`src/rtl/elevator_scan_controller.sv`:
```
// SCAN (collective) elevator controller.
// Latches hall/car calls into a pending mask. The car keeps its direction
// while calls remain ahead of it and reverses when none do. Travel time per
// floor and door dwell time are modelled with internal counters. Overweight
// and door-held sensors keep the door open.
//
// state | meaning
// IDLE  | car parked with its door closed, waiting for a pending call
// MOVE  | travelling one floor per TRAVEL_CYCLES in the current direction
// DOOR  | door open at current_floor, dwelling or held by a sensor
module elevator_scan_controller #(
    parameter int N_FLOORS      = 8,
    parameter int FLOOR_W       = $clog2(N_FLOORS),
    parameter int TRAVEL_CYCLES = 4,
    parameter int DOOR_CYCLES   = 6
) (
    input  logic                clk,
    input  logic                rst,
    input  logic [N_FLOORS-1:0] call_req,
    input  logic                over_time,
    input  logic                over_weight,
    output logic [FLOOR_W-1:0]  current_floor,
    output logic [N_FLOORS-1:0] pending,
    output logic                direction,
    output logic                moving,
    output logic                door_open,
    output logic                complete,
    output logic                timer_alert,
    output logic                weight_alert
);

    localparam int TRAV_W = $clog2(TRAVEL_CYCLES + 1);
    localparam int DOOR_W = $clog2(DOOR_CYCLES + 1);
    localparam logic [TRAV_W-1:0] TRAV_LAST = TRAV_W'(TRAVEL_CYCLES - 1);
    localparam logic [DOOR_W-1:0] DOOR_LAST = DOOR_W'(DOOR_CYCLES - 1);

    typedef enum logic [1:0] {
        ST_IDLE = 2'd0,
        ST_MOVE = 2'd1,
        ST_DOOR = 2'd2
    } state_t;

    state_t              state, state_d, dec_state;
    logic [FLOOR_W-1:0]  floor_d, next_floor;
    logic [N_FLOORS-1:0] pending_d, pend_or, clr, cf_onehot, nf_onehot;
    logic [TRAV_W-1:0]   travel_cnt, travel_d;
    logic [DOOR_W-1:0]   door_cnt, door_d;
    logic                dir_d, dec_dir;
    logic                complete_d, timer_d, weight_d;
    logic                above, below, here, door_tc;

    assign moving    = (state == ST_MOVE);
    assign door_open = (state == ST_DOOR);

    assign pend_or    = pending | call_req;
    assign here       = pending[current_floor];
    assign door_tc    = (door_cnt == DOOR_LAST);
    assign next_floor = direction ? current_floor + FLOOR_W'(1)
                                  : current_floor - FLOOR_W'(1);
    assign cf_onehot  = N_FLOORS'(1) << current_floor;
    assign nf_onehot  = N_FLOORS'(1) << next_floor;

    // Summarise the registered calls relative to the car position.
    always_comb begin
        above = 1'b0;
        below = 1'b0;
        for (int i = 0; i < N_FLOORS; i++) begin
            if (pending[i]) begin
                if (i > int'(current_floor)) above = 1'b1;
                if (i < int'(current_floor)) below = 1'b1;
            end
        end
    end

    // SCAN decision: serve here, else keep heading up while calls remain
    // above (or nothing is below), else head down, else park.
    always_comb begin
        dec_state = ST_IDLE;
        dec_dir   = direction;
        if (here) begin
            dec_state = ST_DOOR;
        end else if (above && (direction || !below)) begin
            dec_state = ST_MOVE;
            dec_dir   = 1'b1;
        end else if (below) begin
            dec_state = ST_MOVE;
            dec_dir   = 1'b0;
        end
    end

    // Next-state and next-output logic.
    always_comb begin
        state_d    = state;
        floor_d    = current_floor;
        dir_d      = direction;
        travel_d   = travel_cnt;
        door_d     = door_cnt;
        clr        = '0;
        complete_d = 1'b0;
        timer_d    = 1'b0;
        weight_d   = 1'b0;

        case (state)
            ST_IDLE: begin
                // A call at the parked floor opens the door without a
                // complete pulse: the car did not arrive, it was already here.
                state_d  = dec_state;
                dir_d    = dec_dir;
                travel_d = '0;
                door_d   = '0;
                if (dec_state == ST_DOOR) clr = cf_onehot;
            end
            ST_MOVE: begin
                if (travel_cnt == TRAV_LAST) begin
                    travel_d = '0;
                    floor_d  = next_floor;
                    if (pend_or[next_floor]) begin
                        state_d    = ST_DOOR;
                        clr        = nf_onehot;
                        complete_d = 1'b1;
                        door_d     = '0;
                    end
                end else begin
                    travel_d = travel_cnt + TRAV_W'(1);
                end
            end
            ST_DOOR: begin
                // Alerts are registered together with the state; every case
                // that raises one also keeps the car in DOOR.
                timer_d  = door_tc && over_time;
                weight_d = over_weight;
                if (call_req[current_floor]) begin
                    clr    = cf_onehot;
                    door_d = '0;
                end else if (over_weight) begin
                    door_d = door_cnt;
                end else if (door_tc) begin
                    if (!over_time) begin
                        state_d  = dec_state;
                        dir_d    = dec_dir;
                        travel_d = '0;
                        door_d   = '0;
                        if (dec_state == ST_DOOR) clr = cf_onehot;
                    end
                end else begin
                    door_d = door_cnt + DOOR_W'(1);
                end
            end
            default: begin
                state_d = ST_IDLE;
            end
        endcase

        pending_d = pend_or & ~clr;
    end

    // State, position, call mask, counters and registered pulses.
    always_ff @(posedge clk or negedge rst) begin
        if (!rst) begin
            state         <= ST_IDLE;
            current_floor <= '0;
            pending       <= '0;
            direction     <= 1'b1;
            travel_cnt    <= '0;
            door_cnt      <= '0;
            complete      <= 1'b0;
            timer_alert   <= 1'b0;
            weight_alert  <= 1'b0;
        end else begin
            state         <= state_d;
            current_floor <= floor_d;
            pending       <= pending_d;
            direction     <= dir_d;
            travel_cnt    <= travel_d;
            door_cnt      <= door_d;
            complete      <= complete_d;
            timer_alert   <= timer_d;
            weight_alert  <= weight_d;
        end
    end

endmodule

```
`config.mk`:
```
export PLATFORM = sky130hd
export DESIGN_NAME = elevator_scan_controller
export DESIGN_NICKNAME = d
export VERILOG_FILES = /design/src/rtl/elevator_scan_controller.sv
export SDC_FILE = /design/constraint.sdc
export NUM_CORES = 1
export LEC_CHECK = 0
export CAP_MARGIN = 20
export CELL_PAD_IN_SITES_DETAIL_PLACEMENT = 0
export CELL_PAD_IN_SITES_GLOBAL_PLACEMENT = 1
export CORE_UTILIZATION = 40
export DETAILED_ROUTE_END_ITERATION = 6
export PLACE_DENSITY_LB_ADDON = 0.08
export REMOVE_ABC_BUFFERS = 1
export SLEW_MARGIN = 10
export SYNTH_ARGS = -nofsm -noshare
export SYNTH_HDL_FRONTEND = slang
export SYNTH_SLANG_ARGS = --single-unit
```
`constraint.sdc`:
```
create_clock -name clk -period 3.4 [get_ports clk]
set_clock_uncertainty 0.05 [all_clocks]
set_input_delay 0.34 -clock clk [delete_from_list [all_inputs] [get_ports clk]]
set_output_delay 0.34 -clock clk [all_outputs]
set_load 0.01 [all_outputs]
```
[After elaboration in Yosys (flattened, before gate mapping)]
Index checks and enable logic that the tools add are counted.
Word-level totals
  register bits: 23
  word-level logic and storage cells: 137
Operators by class
  shift operators: 2
  equality and inequality tests: 13
  order comparisons: 16
  reduce and logical (&&, ||, !) cells: 12
  multiplexer cells: 78
  add/sub/neg operators: 4
  bitwise gates (word level): 3
Operators by type and width (number)
  two-way mux 8 bit: 7
  two-way mux 1 bit: 45
  two-way mux 3 bit: 11
  one-hot mux 8 bit (3 select lines): 1
  one-hot mux 3 bit (3 select lines): 2
  left shift 1 x 3 -> 8 bit (first input constant): 2
  AND reduction 5 bit: 3
  two-way mux 2 bit: 7
  > comparator 3 bit (first input constant): 4
  adder 3 x 1 -> 3 bit (second input constant): 3
  binary-select mux 1 bit (select 3 bit): 3
  < comparator 3 bit (first input constant): 3
  AND 8 bit: 1
  < comparator 3 x 4 -> 1 bit (second input constant): 2
  inverter 8 bit: 1
  OR 8 bit: 1
  > comparator 2 x 3 -> 1 bit (first input constant): 2
  < comparator 1 x 3 -> 1 bit (first input constant): 2
  < comparator 2 x 3 -> 1 bit (first input constant): 2
  != test 2 x 1 -> 1 bit (second input constant): 3
  != test 2 bit (second input constant): 3
  one-hot mux 2 bit (3 select lines): 1
  AND reduction 6 bit: 1
  == test 2 bit (second input constant): 2
  15 further kinds: 16

[Logic depth before layout (Yosys ltp)]
Gate-level depths: netlist of the first run.
  word-level depth: 29
  gate-level depth with buffers: 9
  gate-level depth less buffers: 8

[Worst setup path after synthesis of the first run]
OpenSTA, ideal clock, no wires.
  path kind: register to register
  start point: register current_floor[0]
  end point: register door_cnt[1]
  arrival time: 2485 ps
  setup slack: 740 ps
  cell stages (with the launch flop): 9
  data required time: 3225 ps
  path buffers: 0
  cell sequence: dfrtp_1 -> clkinv_1 -> ha_1 -> xnor2_4 -> mux2i_1 -> mux4_2 -> nand2_2 -> a21o_1 -> mux2_2
Between the ends
  longest elaborated chain between the ends: 6
RTL lines
  start, declared: line 22  | output logic [FLOOR_W-1:0] current_floor,
  start signal, assigned: line 171  | current_floor <= floor_d;
  subtractor 3 x 1 -> 3 bit or adder 3 x 1 -> 3 bit (tied branches): line 59, 58
  two-way mux 3 bit: line 58  | assign next_floor = direction ? current_floor + FLOOR_W'(1)
  binary-select mux 1 bit (select 3 bit): line 117  | if (pend_or[next_floor]) begin
  two-way mux 1 bit (not written as such): line 117
  != test 2 x 1 -> 1 bit (no source line)
  AND reduction 5 bit (no source line)
  end signal, assigned: line 175  | door_cnt <= door_d;
  end, declared: line 47  | logic [DOOR_W-1:0] door_cnt, door_d;
Parallel ways exist; a longest one is shown, timed or not. The select of a mux whose other input is x is not followed.
A chain may end at the register's enable or synchronous reset.

[Worst setup path after layout of the first run]
  start point: register current_floor[0]
  end point: register pending[2]
Between the ends
  longest elaborated chain between the ends: 29
RTL lines
  < comparator 1 x 3 -> 1 bit: line 70  | if (i < int'(current_floor)) below = 1'b1;
  two-way mux 1 bit: line 70
  two-way mux 1 bit: line 68  | if (pending[i]) begin
  two-way mux 1 bit: line 70
  two-way mux 1 bit: line 68
  two-way mux 1 bit: line 70
  two-way mux 1 bit: line 68
  two-way mux 1 bit: line 70
  [14 not listed]
  two-way mux 8 bit: line 138  | if (!over_time) begin
  two-way mux 8 bit: line 137  | end else if (door_tc) begin
  two-way mux 8 bit: line 135  | end else if (over_weight) begin
  two-way mux 8 bit: line 132  | if (call_req[current_floor]) begin
  one-hot mux 8 bit (3 select lines) (*): line 103  | case (state)
  inverter 8 bit (*): line 154  | pending_d = pend_or & ~clr;
  AND 8 bit (*): line 154
  via pending_d[2]: line 45  | logic [N_FLOORS-1:0] pending_d, pend_or, clr, cf_onehot, nf_onehot;
  end signal, assigned: line 172  | pending <= pending_d;
  end, declared: line 23  | output logic [N_FLOORS-1:0] pending,
The timed path passes the listed nets; every way through them passes the cells marked *. The select of a mux whose other input is x is not followed.

==> impl_metrics.yaml, run 1 <==
cts:
  tritoncts.num_buffers: 3
  post_cts.resized_instances: 0
  cts_tree: "done"
  cts_root_buf: "clkbuf_8"
  htreeDepth: 1
  clock_tree.buffer_depth: 2
  cts_setup_buffers: 0
  path_clk_slew_ns: 0.09
  number_of_hold_repair_buffers_added_at_the_cts_stage: 0
  cts_sinks: 23
  clock_insertion_delay_worst_skew_ns: 0.26
setup_path:
  crit_fanout: 17
  worst_setup_path_end_kind: "register"
  timing_worst_setup_path_type: "register to register"
  regToRegSetupSlack_ns: 0.46
  crit_arrival_ns: 3.03
  crit_top_cell: "mux2i_1"
  critPathMaxStageDelay_ns: 0.72
  cp_data_required_time_ns: 3.49
  setup.worst_path.start_class: "register"
  cp_cell_sequence: "clkinv_1 > ha_1 > xnor2_4 > mux2i_1 > mux2i_1 > nor3b_1 > a31o_2 > a21oi_1"
  cp_slowest_cell: "dfrtp_1"
logic_synthesis:
  ys_async_sr_fraction: 1.00
  postSynthRegisterBits: 23
  leading_cell_types_by_count_after_synthesis: "dfrtp_1, nor2_1, nand2_1"
  netlist-cell-type-count: 47
  synth_sequential_area_ratio: 0.368
  number_of_flops_mapped_to_enable_cells_by_yosys: 0
  post_synth.cell_area_avg_um2: 9.85
  yosys-top-cells-area: "dfrtp_1, ha_1, mux2_2, a221oi_1, nor2_1"
  synthFlopType: "dfrtp_1"
  synth-warning-count: 0
  synthCells: 159
  synth_most_common_cell: "dfrtp_1"
  synth_top_area_frac: 0.351
  synth.largest_area_cell: "dfrtp_1"
  syn-cell-area_um2: 1570
timing:
  finalSetupViolations: 0
  finalCriticalPeriod_ns: 2.94
  highest_clock_frequency_the_design_can_meet_mhz: 340
  report.final.hold_viol_count: 0
  final.period_utilization: 0.866
  fin_tns_setup_ns: 0
  slew_violations: 0
  max_slew.worst_pin.slew_ns: 0.575
  unrepaired_setup_endpoints_after_global_routing: "no"
  slew_headroom: 0.617
grt:
  gr-usage-met1: 0.285
  grt.overflow.total: 0
  grt_pass1_wl_mm: 6.75
  grt_antenna_before_repair: 0
  grt.total_usage: 0.219
  use_met3: 0.0282
  first_global_vias: 1311
  grt_max_degree: 24
  top_usage_layer: "met2"
  use_met2: 0.372
power:
  power.share.sequential: 0.424
  combPwrFrac: 0.392
  swShare: 0.368
  leakage_nw: 0.807
  netSwitchingPower_w: 0.000345
  cell_internal_pwr_w: 0.000593
  vdd_ir_drop_max_mv: 0.200
  pwr-share-clk: 0.184
  pwr_density_cell_nw_per_um2: 476
cells_and_area:
  fin_area_um2: 1970
  area_growth_pct: 25.9
  insertedDiodeCount: 0
  final_nets: 210
  post_route_cells_drive_above_1_share: 0.132
place:
  placed_cell_area_um2: 1900
  numPortBuffers: 28
  post-dp-hpwl_mm: 3.11
  place.gp.congestion: 0.948
hold_path:
  holdCritPathClass: "primary input to asynchronous set/reset pin"
route:
  detail-route-antenna-nets: 0
  routed_via_density: 5.73
  initialDrtViolationCount: 128
  post_drt_wl_per_cell_um: 17.4
  drc_errors_left: 0
  drt_pre_antenna_iters: 4
  vias: 1357
  route.final.wire_length_mm: 4.13
die:
  die_width_um: 64.6
  design.portCount: 29
  floorplan.initialDensity: 0.422
  fp.dieH_um: 64.6
  rows: 22
  core_area_um2: 3720
  die_outline_area_um2: 4170
job:
  cap_violations: 0
run_status:
  result_of_the_run: "completed"
cell families (layout without fill, tap and decap cells):
| family | Yosys count | in the layout | synth area share |
|---|---|---|---|
| compound gates | 45 | 45 | 0.207 |
| mux | 15 | 15 | 0.118 |
| simple gates | 55 | 55 | 0.187 |
| buf+inv | 10 | 40 | 0.0271 |
| flops | 23 | 23 | 0.368 |
| xor+xnor | 3 | 3 | 0.0288 |
| fa+ha+maj | 8 | 8 | 0.0639 |
layer usage:
| layer | vias to the layer above | part of all wire |
|---|---|---|
| met3 | 6 | 0.042 |
| met2 | 41 | 0.51 |
| met4 | 0 | 0.016 |
| met5 | - | 0 |
| met1 | 663 | 0.43 |
| li1 | 647 | - |
sequential cells by signal, indices dropped and copies added (netlist names):
| signal | flops |
|---|---|
| pending | 8 |
| travel_cnt | 3 |
| current_floor | 3 |
| weight_alert | 1 |
| timer_alert | 1 |
| direction | 1 |
| complete | 1 |
| door_cnt | 3 |
| state | 2 |
layout make-up:
type / count / area [µm²]
Fill cell: 352 / 1740
Multi-Input combinational cell: 126 / 947
Sequential cell: 23 / 577
Timing Repair Buffer: 31 / 323
Tap cell: 48 / 60.1
Clock buffer: 3 / 41.3
Inverter: 5 / 18.8
Clock inverter: 1 / 5.00
placed cells by master, fill, tap and decap left out, types with 2 or more instances in the layout:
master           netlist  routed
a21boi_0               2       2
a21o_1                 2       2
a21oi_1               10      10
a221oi_1               7       7
a22o_1                 5       5
a31o_2                 2       2
and2_1                 2       2
buf_4                  0       2
clkbuf_8               0       3
clkdlybuf4s50_1        0      28
dfrtp_1               22      22
ha_1                   8       8
inv_1                  4       4
mux2_2                 7       7
mux2i_1                5       5
mux4_2                 2       2
nand2_1               11      11
nand2b_1               4       4
nand3_1                2       2
nor2_1                16      16
nor2b_1                6       6
nor3_1                 4       4
o21a_1                 2       2
o21ai_0                7       7
power by group through the flow:
| stage | combinational (W) | sequential, W | clock, W |
|---|---|---|---|
| 2_1_floorplan | 0.000239 | 0.000388 | 0 |
| 3_3_place_gp | 0.000355 | 0.000402 | 0 |
| 3_5_place_dp | 0.000364 | 0.000404 | 0 |
| 4_1_cts | 0.000365 | 0.000399 | 0.000179 |
| 5_1_grt | 0.000401 | 0.000408 | 0.000192 |
| 6_report | 0.000368 | 0.000398 | 0.000172 |
path summary, 6_finish.rpt:
check / from / to / cells past startpoint
min in group clk: door_cnt[2]$_DFFE_PN0P_ / door_cnt[2]$_DFFE_PN0P_ / 1
max in group asynchronous: rst / direction$_DFFE_PN1P_ / 2
max reg2reg: current_floor[0]$_DFFE_PN0P_ / pending[2]$_DFF_PN0_ / 8
min: rst / travel_cnt[1]$_DFFE_PN0P_ / 1
min reg2reg: door_cnt[2]$_DFFE_PN0P_ / door_cnt[2]$_DFFE_PN0P_ / 1
max: current_floor[0]$_DFFE_PN0P_ / pending[2]$_DFF_PN0_ / 8
stage by stage:
stage	total power (W)	std cells	utilization	setup WS (ns)	hold slack [ns]
after global routing	0.00100	237	0.531	0.185	0.373
after CTS	0.000943	236	0.523	0.455	0.479
after detailed placement	0.000768	232	0.511	0.486	0.451
after global placement	0.000757	232	0.511	0.608	0.430
final	0.000939	237	0.531	0.457	0.355
after floorplan	0.000627	154	-	0.508	-0.00559
worst max-delay path, delay by kind of cell, from the launching register on:
kind,cells,cell delay [ns]
flip-flops,1,0.72
AO/OA/AOI/OAI,2,0.27
multiplexers,2,0.38
adder cells (fa/ha/maj),1,0.40
XOR/XNOR,1,0.34
buffers and inverters,1,0.19
AND/OR/NAND/NOR,1,0.47
Note: power is estimated with default switching activity, not from simulation.
==> run 2: changes to the inputs <==
HOLD_SLACK_MARGIN = 0.12   (was default)
==> results of run 2 <==
Final layout, timing and power as in run 1 (identical DEF).
==> run 3: changes to the inputs <==
TNS_END_PERCENT = 20   (was default)
clock period = 2.9 ns   (was 3.4 ns; I/O delays follow)
==> run 3 against run 2 <==
Compared with the run above: count of clock-buffer cells in the layout did not move; first-iteration DRC count fell by 27%; combinational power rose by 33%; non-clock buffer count rose by 3; flip-flop and latch count did not move; sequential share of layout area barely moved; final cell count rose by 1.3%; register-to-register slack got worse by 0.14 ns; critical endpoint is now pending[5]$_DFF_PN0_; largest cell class unchanged.
==> impl_metrics.yaml, run 3 (synthesized netlist as in run 1, its figures left out) <==
die:
  fp.dieH_um: 64.6
  rows: 22
  die_outline_area_um2: 4170
  floorplan.initialDensity: 0.422
  design.portCount: 29
  die_width_um: 64.6
  core_area_um2: 3720
cts:
  cts_setup_buffers: 0
  clock_tree.buffer_depth: 2
  htreeDepth: 1
  clock_insertion_delay_worst_skew_ns: 0.27
  post_cts.resized_instances: 0
  tritoncts.num_buffers: 3
  cts_root_buf: "clkbuf_8"
  number_of_hold_repair_buffers_added_at_the_cts_stage: 0
  path_clk_slew_ns: 0.09
  cts_tree: "done"
  cts_sinks: 23
power:
  leakage_nw: 0.815
  combPwrFrac: 0.435
  power.share.sequential: 0.381
  pwr_density_cell_nw_per_um2: 570
  netSwitchingPower_w: 0.000419
  swShare: 0.372
  vdd_ir_drop_max_mv: 0.238
  cell_internal_pwr_w: 0.000707
  pwr-share-clk: 0.184
hold_path:
  holdCritPathClass: "primary input to asynchronous set/reset pin"
place:
  place.gp.congestion: 0.833
  numPortBuffers: 28
  placed_cells_incl_taps: 236
  post-dp-hpwl_mm: 3.19
setup_path:
  timing_worst_setup_path_type: "register to register"
  worst_setup_path_end_kind: "register"
  crit_arrival_ns: 2.68
  crit_fanout: 16
  setup.worst_path.start_class: "register"
  cp_data_required_time_ns: 3.00
cells_and_area:
  layout.cells.most_common_list: "clkdlybuf4s50_1, dfrtp_1, nor2_1"
  area_growth_pct: 26.0
  layout_commonest_cell: "clkdlybuf4s50_1"
  top_register: "pending"
  layout.cells.non_filler: 240
  insertedDiodeCount: 0
  final_nets: 213
  largest_register_ff_count: 8
  area.sequential_um2: 577
  area_of_the_multi_input_gates_um2: 947
  n_fill_cell: 369
  post_route_cells_drive_above_1_share: 0.146
timing:
  fin_tns_setup_ns: 0
  final.period_utilization: 0.891
  slew_headroom: 0.617
  highest_clock_frequency_the_design_can_meet_mhz: 387
  slew_violations: 0
  report.final.hold_viol_count: 0
  finalSetupViolations: 0
  unrepaired_setup_endpoints_after_global_routing: "no"
  max_slew.worst_pin.slew_ns: 0.575
  finalCriticalPeriod_ns: 2.58
route:
  route.final.wire_length_mm: 4.20
  drt_pre_antenna_iters: 4
  post_drt_wl_per_cell_um: 17.5
  drc_errors_left: 0
  detail-route-antenna-nets: 0
  initialDrtViolationCount: 93
  routed_via_density: 5.74
  vias: 1378
grt:
  grt_pass1_wl_mm: 6.98
  grt_max_degree: 24
  grt.overflow.total: 0
  grt_antenna_before_repair: 0
  first_global_vias: 1397
  grt.total_usage: 0.226
run_status:
  result_of_the_run: "completed"
job:
  cap_violations: 0
run 3: cell count changes in the layout (fill, tap and decap cells not counted), sizes merged:
cell / before / now
buf: 3 / 6
run 3: layout make-up:
class	instances	share of cell area
sequential	23	0.292
tap	48	0.0304
timing repair buffer	34	0.165
clock buffer	3	0.0209
multi-input combinational	126	0.480
clock inverter	1	0.00253
inverter	5	0.00951
run 3: power groups by stage:
stage | Combinational (W) | Clock (W) | Sequential [W]
global placement | 0.000484 | 0 | 0.000431
finish | 0.000490 | 0.000207 | 0.000429
CTS | 0.000492 | 0.000211 | 0.000428
global route | 0.000537 | 0.000224 | 0.000438
detailed placement | 0.000490 | 0 | 0.000434
floorplan | 0.000280 | 0 | 0.000455
run 3: path summary, 6_finish.rpt:
check | start | end | slack (ns) | cells past startpoint
min in group clk | travel_cnt[2]$_DFFE_PN0P_ | travel_cnt[2]$_DFFE_PN0P_ | 0.45 | 1
worst max-delay path | current_floor[2]$_DFFE_PN0P_ | pending[5]$_DFF_PN0_ | 0.32 | 5
max in group asynchronous | rst | direction$_DFFE_PN1P_ | 2.19 | 2
worst max register to register | current_floor[2]$_DFFE_PN0P_ | pending[5]$_DFF_PN0_ | 0.32 | 5
worst min-delay path | rst | current_floor[2]$_DFFE_PN0P_ | 0.32 | 2
worst min register to register | travel_cnt[2]$_DFFE_PN0P_ | travel_cnt[2]$_DFFE_PN0P_ | 0.45 | 1
run 3: stage by stage:
step | power, W | utilization | area, µm² | worst slack (ns) | hold WS (ns)
after floorplan | 0.000735 | - | 1540 | 0.00780 | -0.0556
after global placement | 0.000916 | 0.519 | 1930 | 0.362 | 0.432
after detailed placement | 0.000923 | 0.519 | 1930 | 0.323 | 0.432
after CTS | 0.00113 | 0.531 | 1970 | 0.303 | 0.340
after global routing | 0.00120 | 0.531 | 1970 | 0.136 | 0.363
final | 0.00113 | 0.531 | 1970 | 0.315 | 0.323
run 3: per-layer routing:
metal / track usage / vias to the layer above / wire length, µm
li1: - / 656 / -
met1: 0.276 / 683 / 1850
met2: 0.400 / 35 / 2190
met3: 0.0423 / 4 / 151
met4: 0.0667 / 0 / 15
met5: 0 / - / 0
run 3: critical path, cell delays in order (launching register included):
cell,delay (ns)
dfrtp_1,0.72
mux2_2,0.42
mux4_2,0.54
a22oi_2,0.23
nor3_1,0.12
a221oi_1,0.39
